`config.mk`:
```
export PLATFORM = sky130hd
export DESIGN_NAME = regfile_wb_arbiter
export DESIGN_NICKNAME = d
export VERILOG_FILES = /design/src/rtl/regfile_wb_arbiter.sv
export SDC_FILE = /design/constraint.sdc
export NUM_CORES = 1
export LEC_CHECK = 0
export ABC_AREA = 1
export CAP_MARGIN = 25
export CORE_MARGIN = 5
export CORE_UTILIZATION = 37
export DETAILED_ROUTE_END_ITERATION = 8
export PLACE_DENSITY = 0.77
export SLEW_MARGIN = 0
export SYNTH_ARGS = -nofsm -noshare
export SYNTH_HDL_FRONTEND = slang
export SYNTH_SLANG_ARGS = --single-unit
```
`constraint.sdc`:
```
create_clock -name clk -period 0.9 [get_ports clk]
set_clock_uncertainty 0.15 [all_clocks]
set_input_delay 0.18 -clock clk [delete_from_list [all_inputs] [get_ports clk]]
set_output_delay 0.18 -clock clk [all_outputs]
set_load 0.01 [all_outputs]
```
`src/rtl/regfile_wb_arbiter.sv`:
```
// regfile_wb_arbiter
//
// Shares the single register-file write port among NREQ writeback producers
// (ALU, load unit, CSR unit, ...). One requester is granted per cycle. The
// winning write is registered onto the register-file write port one cycle
// later. Writes to x0 are accepted but never drive rf_we. A 32-entry busy
// scoreboard tracks registers that have an outstanding producer so that decode
// can stall on them.
//
// Configuration macro:
//   RF_WB_ARB_RR_EN  defined   -> round-robin arbitration with a rotating pointer
//                    undefined -> fixed priority, lowest requester index wins
//
// Parameters:
//   NREQ  number of writeback requesters (2..8)
//   XLEN  data width
//
// Ports:
//   clk        core clock; all state changes on the rising edge
//   rst_n      asynchronous assert, active-low reset
//   req_valid  [NREQ]       requester i has a write pending
//   req_ready  [NREQ]       requester i granted this cycle (combinational, one-hot or zero)
//   req_addr   [NREQ*5]     destination register of requester i in bits [5i+4:5i]
//   req_data   [NREQ*XLEN]  write data of requester i in bits [XLEN*i+XLEN-1:XLEN*i]
//   rf_we      register-file write enable
//   rf_waddr   register-file write address (holds when no write)
//   rf_wdata   register-file write data (holds when no write)
//   rsv_valid  decode reserves a destination register
//   rsv_addr   register being reserved
//   busy       bit r set = register r has an outstanding producer (bit 0 always 0)

module regfile_wb_arbiter #(
  parameter int NREQ = 3,
  parameter int XLEN = 32
) (
  input  logic                   clk,
  input  logic                   rst_n,
  input  logic [NREQ-1:0]        req_valid,
  output logic [NREQ-1:0]        req_ready,
  input  logic [NREQ*5-1:0]      req_addr,
  input  logic [NREQ*XLEN-1:0]   req_data,
  output logic                   rf_we,
  output logic [4:0]             rf_waddr,
  output logic [XLEN-1:0]        rf_wdata,
  input  logic                   rsv_valid,
  input  logic [4:0]             rsv_addr,
  output logic [31:0]            busy
);

  localparam int IDXW = (NREQ > 1) ? $clog2(NREQ) : 1;

  // Unpacked views of the flattened request buses.
  logic [4:0]      addr_a [NREQ];
  logic [XLEN-1:0] data_a [NREQ];

  genvar gi;
  generate
    for (gi = 0; gi < NREQ; gi++) begin : g_unpack
      assign addr_a[gi] = req_addr[5*gi +: 5];
      assign data_a[gi] = req_data[XLEN*gi +: XLEN];
    end
  endgenerate

  // --------------------------------------------------------------------------
  // Arbitration
  // --------------------------------------------------------------------------
  logic            grant_valid;
  logic [IDXW-1:0] grant_idx;

`ifdef RF_WB_ARB_RR_EN
  logic [IDXW-1:0] ptr_q, ptr_d;

  // Search starts at ptr and wraps; the first valid requester found wins.
  always_comb begin
    int idx;
    grant_valid = 1'b0;
    grant_idx   = '0;
    idx         = 0;
    for (int k = 0; k < NREQ; k++) begin
      idx = int'(ptr_q) + k;
      if (idx >= NREQ) idx = idx - NREQ;
      if (!grant_valid && req_valid[idx]) begin
        grant_valid = 1'b1;
        grant_idx   = IDXW'(idx);
      end
    end
  end

  // The pointer moves just past the winner so it becomes lowest priority next.
  always_comb begin
    ptr_d = ptr_q;
    if (grant_valid) begin
      ptr_d = (grant_idx == IDXW'(NREQ - 1)) ? '0 : grant_idx + 1'b1;
    end
  end

  always_ff @(posedge clk or negedge rst_n) begin
    if (!rst_n) begin
      ptr_q <= '0;
    end else begin
      ptr_q <= ptr_d;
    end
  end
`else
  // Fixed priority: scanning downward leaves the lowest valid index in place.
  always_comb begin
    grant_valid = 1'b0;
    grant_idx   = '0;
    for (int i = NREQ - 1; i >= 0; i--) begin
      if (req_valid[i]) begin
        grant_valid = 1'b1;
        grant_idx   = IDXW'(i);
      end
    end
  end
`endif

  // Ready is derived from valid and arbitration state only, never from itself.
  always_comb begin
    req_ready = '0;
    if (grant_valid) begin
      req_ready[grant_idx] = 1'b1;
    end
  end

  // --------------------------------------------------------------------------
  // Write port register stage
  // --------------------------------------------------------------------------
  logic [4:0]      sel_addr;
  logic [XLEN-1:0] sel_data;
  logic            wr_real;

  assign sel_addr = addr_a[grant_idx];
  assign sel_data = data_a[grant_idx];
  // A granted write to x0 is consumed here and never reaches the register file.
  assign wr_real  = grant_valid && (sel_addr != 5'd0);

  logic            rf_we_q,    rf_we_d;
  logic [4:0]      rf_waddr_q, rf_waddr_d;
  logic [XLEN-1:0] rf_wdata_q, rf_wdata_d;

  always_comb begin
    rf_we_d    = wr_real;
    rf_waddr_d = rf_waddr_q;
    rf_wdata_d = rf_wdata_q;
    if (wr_real) begin
      rf_waddr_d = sel_addr;
      rf_wdata_d = sel_data;
    end
  end

  always_ff @(posedge clk or negedge rst_n) begin
    if (!rst_n) begin
      rf_we_q    <= 1'b0;
      rf_waddr_q <= '0;
      rf_wdata_q <= '0;
    end else begin
      rf_we_q    <= rf_we_d;
      rf_waddr_q <= rf_waddr_d;
      rf_wdata_q <= rf_wdata_d;
    end
  end

  assign rf_we    = rf_we_q;
  assign rf_waddr = rf_waddr_q;
  assign rf_wdata = rf_wdata_q;

  // --------------------------------------------------------------------------
  // Busy scoreboard
  // --------------------------------------------------------------------------
  logic [31:0] busy_q, busy_d;

  // A reservation on the same edge as a writeback to that register wins: the
  // new producer supersedes the one that is just completing. The clear uses
  // the transfer (handshake), so an x0 transfer never touches the table.
  assign busy_d[0] = 1'b0;
  generate
    for (gi = 1; gi < 32; gi++) begin : g_busy
      always_comb begin
        busy_d[gi] = busy_q[gi];
        if (rsv_valid && (rsv_addr == 5'(gi))) begin
          busy_d[gi] = 1'b1;
        end else if (grant_valid && (sel_addr == 5'(gi))) begin
          busy_d[gi] = 1'b0;
        end
      end
    end
  endgenerate

  always_ff @(posedge clk or negedge rst_n) begin
    if (!rst_n) begin
      busy_q <= '0;
    end else begin
      busy_q <= busy_d;
    end
  end

  assign busy = busy_q;

endmodule
```
==> qor.csv, run 1 <==
stage,metric,value,unit
critical_path,path_cells,buf_8 > nor2_4 > nand2_4 > buf_12 > nand3_4 > nand2_4 > nor2_8 > nand2_4 > nand2_8 > buf_12 > buf_16 > nand3_2 > nand2_1,
timing,drv_slew,0,
synthesis,yosysWarnings,0,
placed_design,port_buffers,193,
synthesis,syn_avg_cell_area,6.94,um^2
critical_path,crit_slowest_cell,buf_12,
global_route,grt_pass1_wl,25800,um
synthesis,yosys-top-cells-area,"dfrtp_1 (43%), nand2_1 (22%), nand3_1 (10%)",
synthesis,synth_nets,698,
synthesis,ys_seq_elements,69,
critical_path,critPathCaptureType,register,
synthesis,synth-edff-count,0,
clocking,cts_max_path_buffers,2,
critical_path,required,1.04,ns
critical_path,crit_path_start_kind,input pin,
timing,tns,-53.29,ns
clocking,clkSinkCount,69,
synthesis,synth_top_area_frac,0.432,
synthesis,yosys.area.top_type,dfrtp_1,
routing,drc,0,
timing,setup_viol,140,
clocking,cts_root_buf,clkbuf_8,
status,violations,setup timing,
status,outcome,"complete, but fails checks",
min_path,hold_path.class,input pin to asynchronous set/reset pin,
timing,hold_viol_final,0,
timing,rsz0062_at_grt,true,
global_route,grt_overflow,0,
pwr,p_per_area,1520,nW/um^2
clocking,clock_latency,0.35,ns
routing,viasPerCell,5.02,
placed_design,place_area,6550,um^2
placed_design,hpwl,11200,um
placed_design,place_congestion,0.896,
critical_path,cp_data_arrival_time,1.54,ns
routing,dr_total_vias,5164,
synthesis,synth.most_common_cell,nand2_1,
routing,wl,17400,um
layout,drive_gt1_frac,0.388,
layout,fin_nets,1006,
critical_path,path_class,input pin to register,
routing,wl_per_cell,16.9,um
floorplan,ioPinCount,195,
critical_path,cp_max_fo,7,
layout,n_antenna_cell,0,
pwr,peakVddDrop,0.00105,V
pwr,finalPower,12.0,mW
critical_path,path_buf_inv,4,
global_route,grt_max_degree,47,
floorplan,die_y,114,um
synthesis,ys_types,23,
synthesis,synthFlopType,dfrtp_1,
synthesis,netlist_top_cells_count,"nand2_1 (239), nand3_1 (80), dfrtp_1 (69), nor2_1 (64), a31oi_1 (32)",
critical_path,crit_top_cell,nand2_4,
synthesis,ys_seq_area_frac,0.432,
timing,fmax,0.711,GHz
pwr,p_leak,3.85,nW
layout,utilization,0.736,
floorplan,start_util,0.374,
clocking,clk_pin_slew_worst_paths,0.09,ns
floorplan,dieArea,13000,um^2
timing,finalCriticalPeriod,1.41,ns
synthesis,syn_area,4000,um^2
clocking,cts_tree,yes,
critical_path,crit_family,simple AND/OR/NAND/NOR gates,
global_route,grt_antenna_before_repair,0,
layout,nFillCells,780,
routing,drtPass1Iterations,5,
global_route,grt_usage,0.247,
timing,setup_ws,-0.507,ns
synthesis,synthCells,576,
floorplan,die_w,114,um
flow_run,cap_viol_max_count,0,
layout,syn_to_final_growth,97.0,%
timing,finalCritPeriodShare,1.56,
routing,ant_nets,0,
critical_path,critPathMaxStageDelay,0.16,ns
synthesis,async_flop_share,1.00,
floorplan,core_region_area,10700,um^2
floorplan,fp-row-count,38,
global_route,grt_pass1_vias,5188,
clocking,htreeDepth,3,
clocking,cts_inserted_buffers,9,
routing,drt-initial-drc-count,297,
layout,finalInstanceArea,7880,um^2
-- path summary, 6_finish.rpt --
check | start | end | slack [ns] | cells past startpoint
hold / removal | rst_n | busy[10]$_DFFE_PN0P_ | 0.19 | 3
max in group asynchronous | rst_n | busy[16]$_DFFE_PN0P_ | 0.11 | 3
setup reg to reg | rf_wdata[9]$_DFFE_PN0P_ | rf_wdata[9]$_DFFE_PN0P_ | -0.24 | 5
hold reg to reg | busy[28]$_DFFE_PN0P_ | busy[28]$_DFFE_PN0P_ | 0.33 | 2
setup / recovery | req_valid[0] | rf_wdata[21]$_DFFE_PN0P_ | -0.51 | 13
min in group clk | req_valid[0] | rf_wdata[6]$_DFFE_PN0P_ | 0.29 | 7
-- routing by layer --
| layer | track usage | vias up | share of wire |
|---|---|---|---|
| li1 | - | 2470 | - |
| met1 | 0.287 | 2451 | 0.38 |
| met2 | 0.459 | 207 | 0.53 |
| met3 | 0.0515 | 36 | 0.064 |
| met4 | 0.0625 | 0 | 0.021 |
| met5 | 0 | - | 0 |
-- repair_timing --
action,in CTS,in global routing
hold buffers,1,0
pin swaps,53,30
setup buffers,47,26
cloned,7,0
setup endpoints to repair,141,141
gates resized for setup,444,61
hold endpoints to repair,69,0
-- flip-flops by register name, summed over array words and instances, names as in the netlist --
| register | flops |
|---|---|
| rf_wdata | 32 |
| busy | 31 |
| rf_waddr | 5 |
| rf_we | 1 |
-- worst register-to-register path, cell delays in order (launching register included) --
cell,delay [ns]
dfrtp_1,0.40
buf_4,0.14
buf_4,0.12
buf_4,0.12
nand3_2,0.05
nand2_1,0.05
-- cells in the final DEF, fill, tap and decap left out, drive strengths merged, types with 3 or more instances in the layout --
cell / n
nor2: 68
o21ai: 3
nand2: 247
nand3: 91
a31oi: 32
buf: 212
inv: 30
dlygate4sd2: 15
dfrtp: 69
clkbuf: 9
clkdlybuf4s50: 103
-- area by class of cell --
type | instances | area, um^2 | area share
Tap cell | 140 | 175 | 0.0222
Sequential cell | 69 | 1730 | 0.219
Multi-Input combinational cell | 445 | 2550 | 0.324
Clock buffer | 9 | 124 | 0.0157
Timing Repair Buffer | 331 | 3100 | 0.393
Clock inverter | 7 | 72.6 | 0.00922
Inverter | 28 | 128 | 0.0162
-- power breakdown --
part | switching, mW | leakage, nW | internal, mW
clock network | 1.28 | 0.0960 | 1.29
registers | 0.454 | 0.840 | 3.74
logic | 2.41 | 2.92 | 2.78
-- logic make-up (layout without fill, tap and decap cells) --
| kind of cell | count (synthesis) | count (layout) | share of synthesized area |
|---|---|---|---|
| AO/OA/AOI/OAI | 36 | 36 | 0.0551 |
| flip-flops | 69 | 69 | 0.432 |
| other | 1 | 1 | 0.000938 |
| AND/OR/NAND/NOR | 408 | 408 | 0.444 |
| buffers and inverters | 62 | 375 | 0.0685 |
-- per-stage QoR --
step | hold WS, ns | setup WS [ns] | cells
after floorplan | -0.266 | -0.568 | 576
after global placement | 0.0321 | -1.21 | 934
after detailed placement | 0.0392 | -1.26 | 934
after CTS | 0.192 | -0.451 | 1003
after global routing | 0.220 | -0.551 | 1029
final | 0.194 | -0.507 | 1029
Power figures use the tool's default switching activity.
==> run 2, diff against run 1 <==
--- a/config.mk
+++ b/config.mk
@@ -6,7 +6,6 @@
 export NUM_CORES = 1
 export LEC_CHECK = 0
 export ABC_AREA = 1
-export CAP_MARGIN = 25
 export CORE_MARGIN = 5
 export CORE_UTILIZATION = 37
 export DETAILED_ROUTE_END_ITERATION = 8
==> results of run 2 <==
Same layout as run 1: the final DEF is identical, and so are final timing and power.
